===== config.mk =====
export PLATFORM = sky130hd
export DESIGN_NAME = simple_fixed_2_flat
export DESIGN_NICKNAME = d
export VERILOG_FILES = /design/src/rtl/simple_fixed_2_if.sv /design/src/rtl/simple_fixed_2.sv /design/src/flat_wrapper.sv
export SDC_FILE = /design/constraint.sdc
export NUM_CORES = 1
export LEC_CHECK = 0
export CELL_PAD_IN_SITES_DETAIL_PLACEMENT = 1
export CELL_PAD_IN_SITES_GLOBAL_PLACEMENT = 1
export CORE_MARGIN = 1
export CORE_UTILIZATION = 40
export DETAILED_ROUTE_END_ITERATION = 10
export DONT_BUFFER_PORTS = 1
export PLACE_DENSITY = 0.79
export SKIP_LAST_GASP = 1
export SLEW_MARGIN = 40
export SYNTH_ARGS = -nofsm -noshare
export SYNTH_HDL_FRONTEND = slang
export SYNTH_SLANG_ARGS = --single-unit

===== constraint.sdc =====
create_clock -name clock -period 23 [get_ports clock]
set_input_delay 4.6 -clock clock [delete_from_list [all_inputs] [get_ports clock]]
set_output_delay 4.6 -clock clock [all_outputs]
set_load 0.05 [all_outputs]

===== src/rtl/simple_fixed_2_if.sv =====
// Operand, write-back and forwarding signals of the Simple Fixed 2 pipe.
// Vectors use big-endian bit numbering: bit 0 is the MSB.
interface simple_fixed_2_if;
    logic [0:10]  op_code;
    logic [2:0]   instr_format;
    logic [0:6]   dest_reg_addr;
    logic [0:127] src_reg_a;
    logic [0:127] src_reg_b;
    logic [0:17]  imm_value;
    logic         enable_reg_write;
    logic         branch_is_taken;
    logic [0:127] wb_data;
    logic [0:6]   wb_reg_addr;
    logic         wb_enable_reg_write;
    logic [0:127] delayed_rt_data;
    logic [0:6]   delayed_rt_addr;
    logic         delayed_enable_reg_write;

    modport slave (
        input  op_code, instr_format, dest_reg_addr, src_reg_a, src_reg_b,
        input  imm_value, enable_reg_write, branch_is_taken,
        output wb_data, wb_reg_addr, wb_enable_reg_write,
        output delayed_rt_data, delayed_rt_addr, delayed_enable_reg_write
    );

    modport master (
        output op_code, instr_format, dest_reg_addr, src_reg_a, src_reg_b,
        output imm_value, enable_reg_write, branch_is_taken,
        input  wb_data, wb_reg_addr, wb_enable_reg_write,
        input  delayed_rt_data, delayed_rt_addr, delayed_enable_reg_write
    );
endinterface


===== src/rtl/simple_fixed_2.sv =====
// Simple Fixed 2 pipe: 3-stage SIMD halfword/word shift-left and rotate-left.
// Optional macro SIMPLE_FIXED_2_ILLEGAL_SQUASH_EN squashes the write enable of unrecognised opcodes.
module simple_fixed_2 (
    input  logic            clock,
    input  logic            reset,
    simple_fixed_2_if.slave bus
);
    localparam logic [0:10] OP_SHLH  = 11'b00001011111;
    localparam logic [0:10] OP_SHLHI = 11'b00001111111;
    localparam logic [0:10] OP_SHL   = 11'b00001011011;
    localparam logic [0:10] OP_SHLI  = 11'b00001111011;
    localparam logic [0:10] OP_ROTH  = 11'b00001011100;
    localparam logic [0:10] OP_ROTHI = 11'b00001111100;
    localparam logic [0:10] OP_ROT   = 11'b00001011000;
    localparam logic [0:10] OP_ROTI  = 11'b00001111000;
    localparam logic [0:10] OP_NOP   = 11'b01000000001;

    logic w_is_shlh, w_is_shlhi, w_is_shl, w_is_shli;
    logic w_is_roth, w_is_rothi, w_is_rot, w_is_roti;
    logic w_is_nop, w_known, w_we_allowed, w_we;
    logic w_imm_op, w_half_op, w_word_op, w_half_rot, w_word_rot;
    logic [5:0]   w_i7_cnt;
    logic [0:127] w_res_h;
    logic [0:127] w_res_w;
    logic [0:127] w_result;
    logic         w_unused;

    assign w_is_shlh  = (bus.op_code == OP_SHLH);
    assign w_is_shlhi = (bus.op_code == OP_SHLHI);
    assign w_is_shl   = (bus.op_code == OP_SHL);
    assign w_is_shli  = (bus.op_code == OP_SHLI);
    assign w_is_roth  = (bus.op_code == OP_ROTH);
    assign w_is_rothi = (bus.op_code == OP_ROTHI);
    assign w_is_rot   = (bus.op_code == OP_ROT);
    assign w_is_roti  = (bus.op_code == OP_ROTI);
    assign w_is_nop   = (bus.op_code == OP_NOP) || (bus.op_code == 11'b0);

    // The opcode alone identifies the immediate forms, so instr_format is not needed to pick counts.
    assign w_imm_op   = w_is_shlhi | w_is_shli | w_is_rothi | w_is_roti;
    assign w_half_rot = w_is_roth | w_is_rothi;
    assign w_word_rot = w_is_rot | w_is_roti;
    assign w_half_op  = w_is_shlh | w_is_shlhi | w_half_rot;
    assign w_word_op  = w_is_shl | w_is_shli | w_word_rot;
    assign w_known    = w_half_op | w_word_op;

    // Low six bits of the signed I7 field; every count is taken as unsigned.
    assign w_i7_cnt = bus.imm_value[12:17];
    assign w_unused = ^{bus.instr_format, bus.imm_value[0:11], bus.src_reg_b};

    genvar gi;
    generate
        for (gi = 0; gi < 8; gi++) begin : g_half
            logic [15:0] w_ra;
            logic [4:0]  w_sh_cnt;
            logic [3:0]  w_rot_cnt;
            logic [15:0] w_shl;
            logic [31:0] w_rot_wide;

            assign w_ra       = bus.src_reg_a[16*gi +: 16];
            assign w_sh_cnt   = w_imm_op ? w_i7_cnt[4:0] : bus.src_reg_b[16*gi+11 +: 5];
            assign w_rot_cnt  = w_imm_op ? w_i7_cnt[3:0] : bus.src_reg_b[16*gi+12 +: 4];
            assign w_shl      = w_sh_cnt[4] ? 16'h0000 : (w_ra << w_sh_cnt[3:0]);
            assign w_rot_wide = {w_ra, w_ra} << w_rot_cnt;
            assign w_res_h[16*gi +: 16] = w_half_rot ? w_rot_wide[31:16] : w_shl;
        end

        for (gi = 0; gi < 4; gi++) begin : g_word
            logic [31:0] w_ra;
            logic [5:0]  w_sh_cnt;
            logic [4:0]  w_rot_cnt;
            logic [31:0] w_shl;
            logic [63:0] w_rot_wide;

            assign w_ra       = bus.src_reg_a[32*gi +: 32];
            assign w_sh_cnt   = w_imm_op ? w_i7_cnt : bus.src_reg_b[32*gi+26 +: 6];
            assign w_rot_cnt  = w_imm_op ? w_i7_cnt[4:0] : bus.src_reg_b[32*gi+27 +: 5];
            assign w_shl      = w_sh_cnt[5] ? 32'h0000_0000 : (w_ra << w_sh_cnt[4:0]);
            assign w_rot_wide = {w_ra, w_ra} << w_rot_cnt;
            assign w_res_w[32*gi +: 32] = w_word_rot ? w_rot_wide[63:32] : w_shl;
        end
    endgenerate

    assign w_result = w_half_op ? w_res_h : (w_word_op ? w_res_w : 128'h0);

`ifdef SIMPLE_FIXED_2_ILLEGAL_SQUASH_EN
    assign w_we_allowed = w_known;
`else
    assign w_we_allowed = !w_is_nop;
`endif
    assign w_we = bus.enable_reg_write & w_we_allowed & ~bus.branch_is_taken;

    logic [0:127] r_s1_data, r_s2_data, r_s3_data;
    logic [0:6]   r_s1_addr, r_s2_addr, r_s3_addr;
    logic         r_s1_we, r_s2_we, r_s3_we;

    always_ff @(posedge clock or posedge reset) begin
        if (reset) begin
            r_s1_data <= '0;
            r_s1_addr <= '0;
            r_s1_we   <= 1'b0;
            r_s2_data <= '0;
            r_s2_addr <= '0;
            r_s2_we   <= 1'b0;
            r_s3_data <= '0;
            r_s3_addr <= '0;
            r_s3_we   <= 1'b0;
        end else begin
            r_s1_data <= w_result;
            r_s1_addr <= bus.dest_reg_addr;
            r_s1_we   <= w_we;
            r_s2_data <= r_s1_data;
            r_s2_addr <= r_s1_addr;
            r_s2_we   <= r_s1_we;
            r_s3_data <= r_s2_data;
            r_s3_addr <= r_s2_addr;
            r_s3_we   <= r_s2_we;
        end
    end

    assign bus.delayed_rt_data          = r_s1_data;
    assign bus.delayed_rt_addr          = r_s1_addr;
    assign bus.delayed_enable_reg_write = r_s1_we;
    assign bus.wb_data                  = r_s3_data;
    assign bus.wb_reg_addr              = r_s3_addr;
    assign bus.wb_enable_reg_write      = r_s3_we;
endmodule


===== src/flat_wrapper.sv =====
// flat-port wrapper written by rule: the top's interface ports become plain ports
module simple_fixed_2_flat 
  (clock, reset, bus_op_code, bus_instr_format, bus_dest_reg_addr, bus_src_reg_a, bus_src_reg_b, bus_imm_value, bus_enable_reg_write, bus_branch_is_taken, bus_wb_data, bus_wb_reg_addr, bus_wb_enable_reg_write, bus_delayed_rt_data, bus_delayed_rt_addr, bus_delayed_enable_reg_write);
  simple_fixed_2_if bus_i ();
  input  logic clock;
  input  logic reset;
  input wire logic [$bits(bus_i.op_code)-1:0] bus_op_code;
  input wire logic [$bits(bus_i.instr_format)-1:0] bus_instr_format;
  input wire logic [$bits(bus_i.dest_reg_addr)-1:0] bus_dest_reg_addr;
  input wire logic [$bits(bus_i.src_reg_a)-1:0] bus_src_reg_a;
  input wire logic [$bits(bus_i.src_reg_b)-1:0] bus_src_reg_b;
  input wire logic [$bits(bus_i.imm_value)-1:0] bus_imm_value;
  input wire logic [$bits(bus_i.enable_reg_write)-1:0] bus_enable_reg_write;
  input wire logic [$bits(bus_i.branch_is_taken)-1:0] bus_branch_is_taken;
  output wire logic [$bits(bus_i.wb_data)-1:0] bus_wb_data;
  output wire logic [$bits(bus_i.wb_reg_addr)-1:0] bus_wb_reg_addr;
  output wire logic [$bits(bus_i.wb_enable_reg_write)-1:0] bus_wb_enable_reg_write;
  output wire logic [$bits(bus_i.delayed_rt_data)-1:0] bus_delayed_rt_data;
  output wire logic [$bits(bus_i.delayed_rt_addr)-1:0] bus_delayed_rt_addr;
  output wire logic [$bits(bus_i.delayed_enable_reg_write)-1:0] bus_delayed_enable_reg_write;
  assign bus_i.op_code = bus_op_code;
  assign bus_i.instr_format = bus_instr_format;
  assign bus_i.dest_reg_addr = bus_dest_reg_addr;
  assign bus_i.src_reg_a = bus_src_reg_a;
  assign bus_i.src_reg_b = bus_src_reg_b;
  assign bus_i.imm_value = bus_imm_value;
  assign bus_i.enable_reg_write = bus_enable_reg_write;
  assign bus_i.branch_is_taken = bus_branch_is_taken;
  assign bus_wb_data = bus_i.wb_data;
  assign bus_wb_reg_addr = bus_i.wb_reg_addr;
  assign bus_wb_enable_reg_write = bus_i.wb_enable_reg_write;
  assign bus_delayed_rt_data = bus_i.delayed_rt_data;
  assign bus_delayed_rt_addr = bus_i.delayed_rt_addr;
  assign bus_delayed_enable_reg_write = bus_i.delayed_enable_reg_write;
  simple_fixed_2 u_core (.clock(clock), .reset(reset), .bus(bus_i));
endmodule

==> impl_metrics.ini <==
[floorplanning]
rows = 95
start_util_pct = 40.7
die_area_um2 = 69800
die_w_um = 264
core-area_um2 = 67600
fp.dieH_um = 264
io_pins = 571

[cts]
cts_buffers = 46
root_buffer = clkbuf_16
cts_max_level = 2
cts_sinks = 408
clock_latency_ps = 590
cts_hold_buf = 0
cts_tree = built
cts.repair.resized = 0
cts_setup_buffers = 0
cts_buffer_depth = 3
clkTransAtPathRegs_ps = 60

[synthesis]
synth_seq_cells = 408
ys_seq_area_share_pct = 37.1
netlist-cell-type-count = 88
synth_cells = 3063
syn-cell-area_um2 = 27500
synth-main-ff-cell = dfrtp_1
synth.net_count = 3362
yosysWarningCount = 0
synth_edf_count = 0
synth_area_per_cell_um2 = 8.98
synth-async-reset-ratio_pct = 100

[drt]
drt-wirelength-per-cell_um = 31.0
drtPass1Iterations = 5
drc = 0
drtAntennaViolNets = 0
drt_iter0_drc = 2905
vias = 26539
viasPerCell = 6.89
totalWireLength_um = 120000

[critical_path]
cp_num_buf_inv = 2
start_kind = input pin
r2r-end = u_core.r_s2_data[103]
slowest_stage = or4_1
crit_fanout = 48
critical-path-max-stage-delay_ps = 840
cp-endpoint = u_core.bus.delayed_rt_data[27]
crit_family = simple AND/OR/NAND/NOR gates
worst_ep_required_time_ps = 23450
r2r-start = u_core.bus.delayed_rt_data[103]
worstPathArrival_ps = 8820
critical_path.startpoint = bus_op_code[7]
critPathKind = input pin to flop
worst-path-stages = 11
crit_path_end_kind = flop
crit_chain = or3_1 > buf_4 > or4_1 > buf_4 > nand2_4 > mux2i_1 > a22o_1 > o22ai_1 > a21oi_1 > a21oi_1 > a311o_1
r2r_cells = 0
reg2reg_slack_ps = 22080

[grt]
grt_remaining_overflow = 0
grt_pass1_vias = 26706
grt_pass1_wl_um = 177000
grt_usage_pct = 33.2
antenna_found_initial = 3
grt_max_degree = 103

[outcome]
outcome = completed

[place]
io_buffers = 0
dp_worst_setup_slack_ps = 14120
gp_congestion = 0.998
hpwl_um = 88900
placed_cells = 3767

[timing]
setup_slack_ps = 14630
fin_worst_skew_ps = 15.6
tns_ps = 0
hold_viol = 0
max_freq_mhz = 120
rsz0062_at_grt = false
finalCritPeriodShare_pct = 36.4
timing.hold.ws_ps = 341
worstMarginPinSlew_ps = 884
final.min_clock_period_ps = 8370
relSlewSlack_pct = 39.4
final_max_slew_viol_count = 0
setup_viol = 0

[job]
maxCapViolations = 0

[cells_and_area]
final.fill_count = 7747
layout_commonest_cell = mux2i_1
drive_above_1_share_pct = 10.0
finalNetCount = 3242
num_antenna_cells = 0
most-common-layout-cells = mux2i_1, nand2_1, dfrtp_1, a21oi_1, nor2_1
layoutNonFillerInstCount = 3852
area_delta_synth_final_pct = 8.69

[min_path]
min_path_cells = 0
min_path_type = flop to flop

[power]
power.density_nw_per_um2 = 64.0
peakVddDrop_mv = 0.0460
p_total_mw = 1.91
power_leakage_nw = 13.6
-- cell families after synthesis --
kind of cell / synth area share (%)
AOI/OAI and AO/OA: 23.6
xor gates and xnor gates: 0.191
buffers and inverters: 4.23
DFF: 37.1
muxes: 20.2
and+or+nand+nor: 14.6
-- state kept, by name, indices dropped and copies added, names as in the netlist --
register	count
u_core.bus.delayed_enable_reg_write	1
u_core.bus.delayed_rt_addr	7
u_core.bus.delayed_rt_data	128
u_core.bus.wb_data	128
u_core.bus.wb_enable_reg_write	1
u_core.bus.wb_reg_addr	7
u_core.r_s2_addr	7
u_core.r_s2_data	128
u_core.r_s2_we	1
-- synth_stat cells, types with 16 or more instances --
master,count,area (µm²)
and3_1,30,188
dfrtp_1,408,10200
o21a_1,16,120
o22ai_1,82,513
a221oi_1,24,210
a21o_1,20,150
a22o_1,19,166
a21oi_1,230,1150
a31oi_1,28,175
nand3_1,110,551
buf_1,23,86.3
nor2_1,188,706
nand2_1,429,1610
mux2_2,60,676
nor3_1,58,290
o211ai_1,45,338
clkbuf_1,127,477
o32ai_1,17,149
o21ai_1,18,90.1
o221ai_1,39,342
buf_2,69,345
a211oi_1,70,526
mux2i_1,486,4860
o21ai_0,137,686
a32oi_1,18,158
nand4_1,16,100
a22oi_1,35,263
-- power breakdown --
group | switching (mW) | leakage (nW) | internal [mW] | total [mW]
registers | 0.0187 | 5.61 | 0.724 | 0.743
clock network | 0.307 | 0.806 | 0.473 | 0.780
logic | 0.265 | 7.15 | 0.125 | 0.390
-- per-layer routing --
metal / GRT usage (%) / vias up / wire [µm]
met1: 43.5 / 13422 / 48800
met5: 0 / - / 18
met2: 52.7 / 1472 / 54700
li1: - / 11341 / -
met3: 7.57 / 302 / 11100
met4: 13.4 / 2 / 5020
-- per-stage QoR --
step                cell area, µm²  utilization, %
floorplan                    27500               -
global placement             28100            41.6
detailed placement           28200            41.7
CTS                          29900            44.2
global route                 29900            44.2
finish                       29900            44.2
-- worst min-delay path by stage --
stage	startpoint	to	slack (ps)
floorplan	u_core.r_s2_data[0]	u_core.bus.wb_data[0]	330
global placement	u_core.r_s2_data[28]	u_core.bus.wb_data[28]	330
detailed placement	u_core.r_s2_data[47]	u_core.bus.wb_data[47]	340
CTS	u_core.r_s2_data[58]	u_core.bus.wb_data[58]	340
global route	u_core.r_s2_data[58]	u_core.bus.wb_data[58]	340
finish	u_core.r_s2_data[58]	u_core.bus.wb_data[58]	340
-- cell type report --
cell class,count,area [µm²],share of cell area (%)
Clock buffer,59,1300,4.35
Timing Repair Buffer,75,589,1.97
Multi-Input combinational cell,2404,16300,54.6
Sequential cell,408,10200,34.1
Clock inverter,25,345,1.15
Tap cell,873,1090,3.65
Inverter,8,37.5,0.126
No activity file was read; power rests on OpenSTA's default activity.
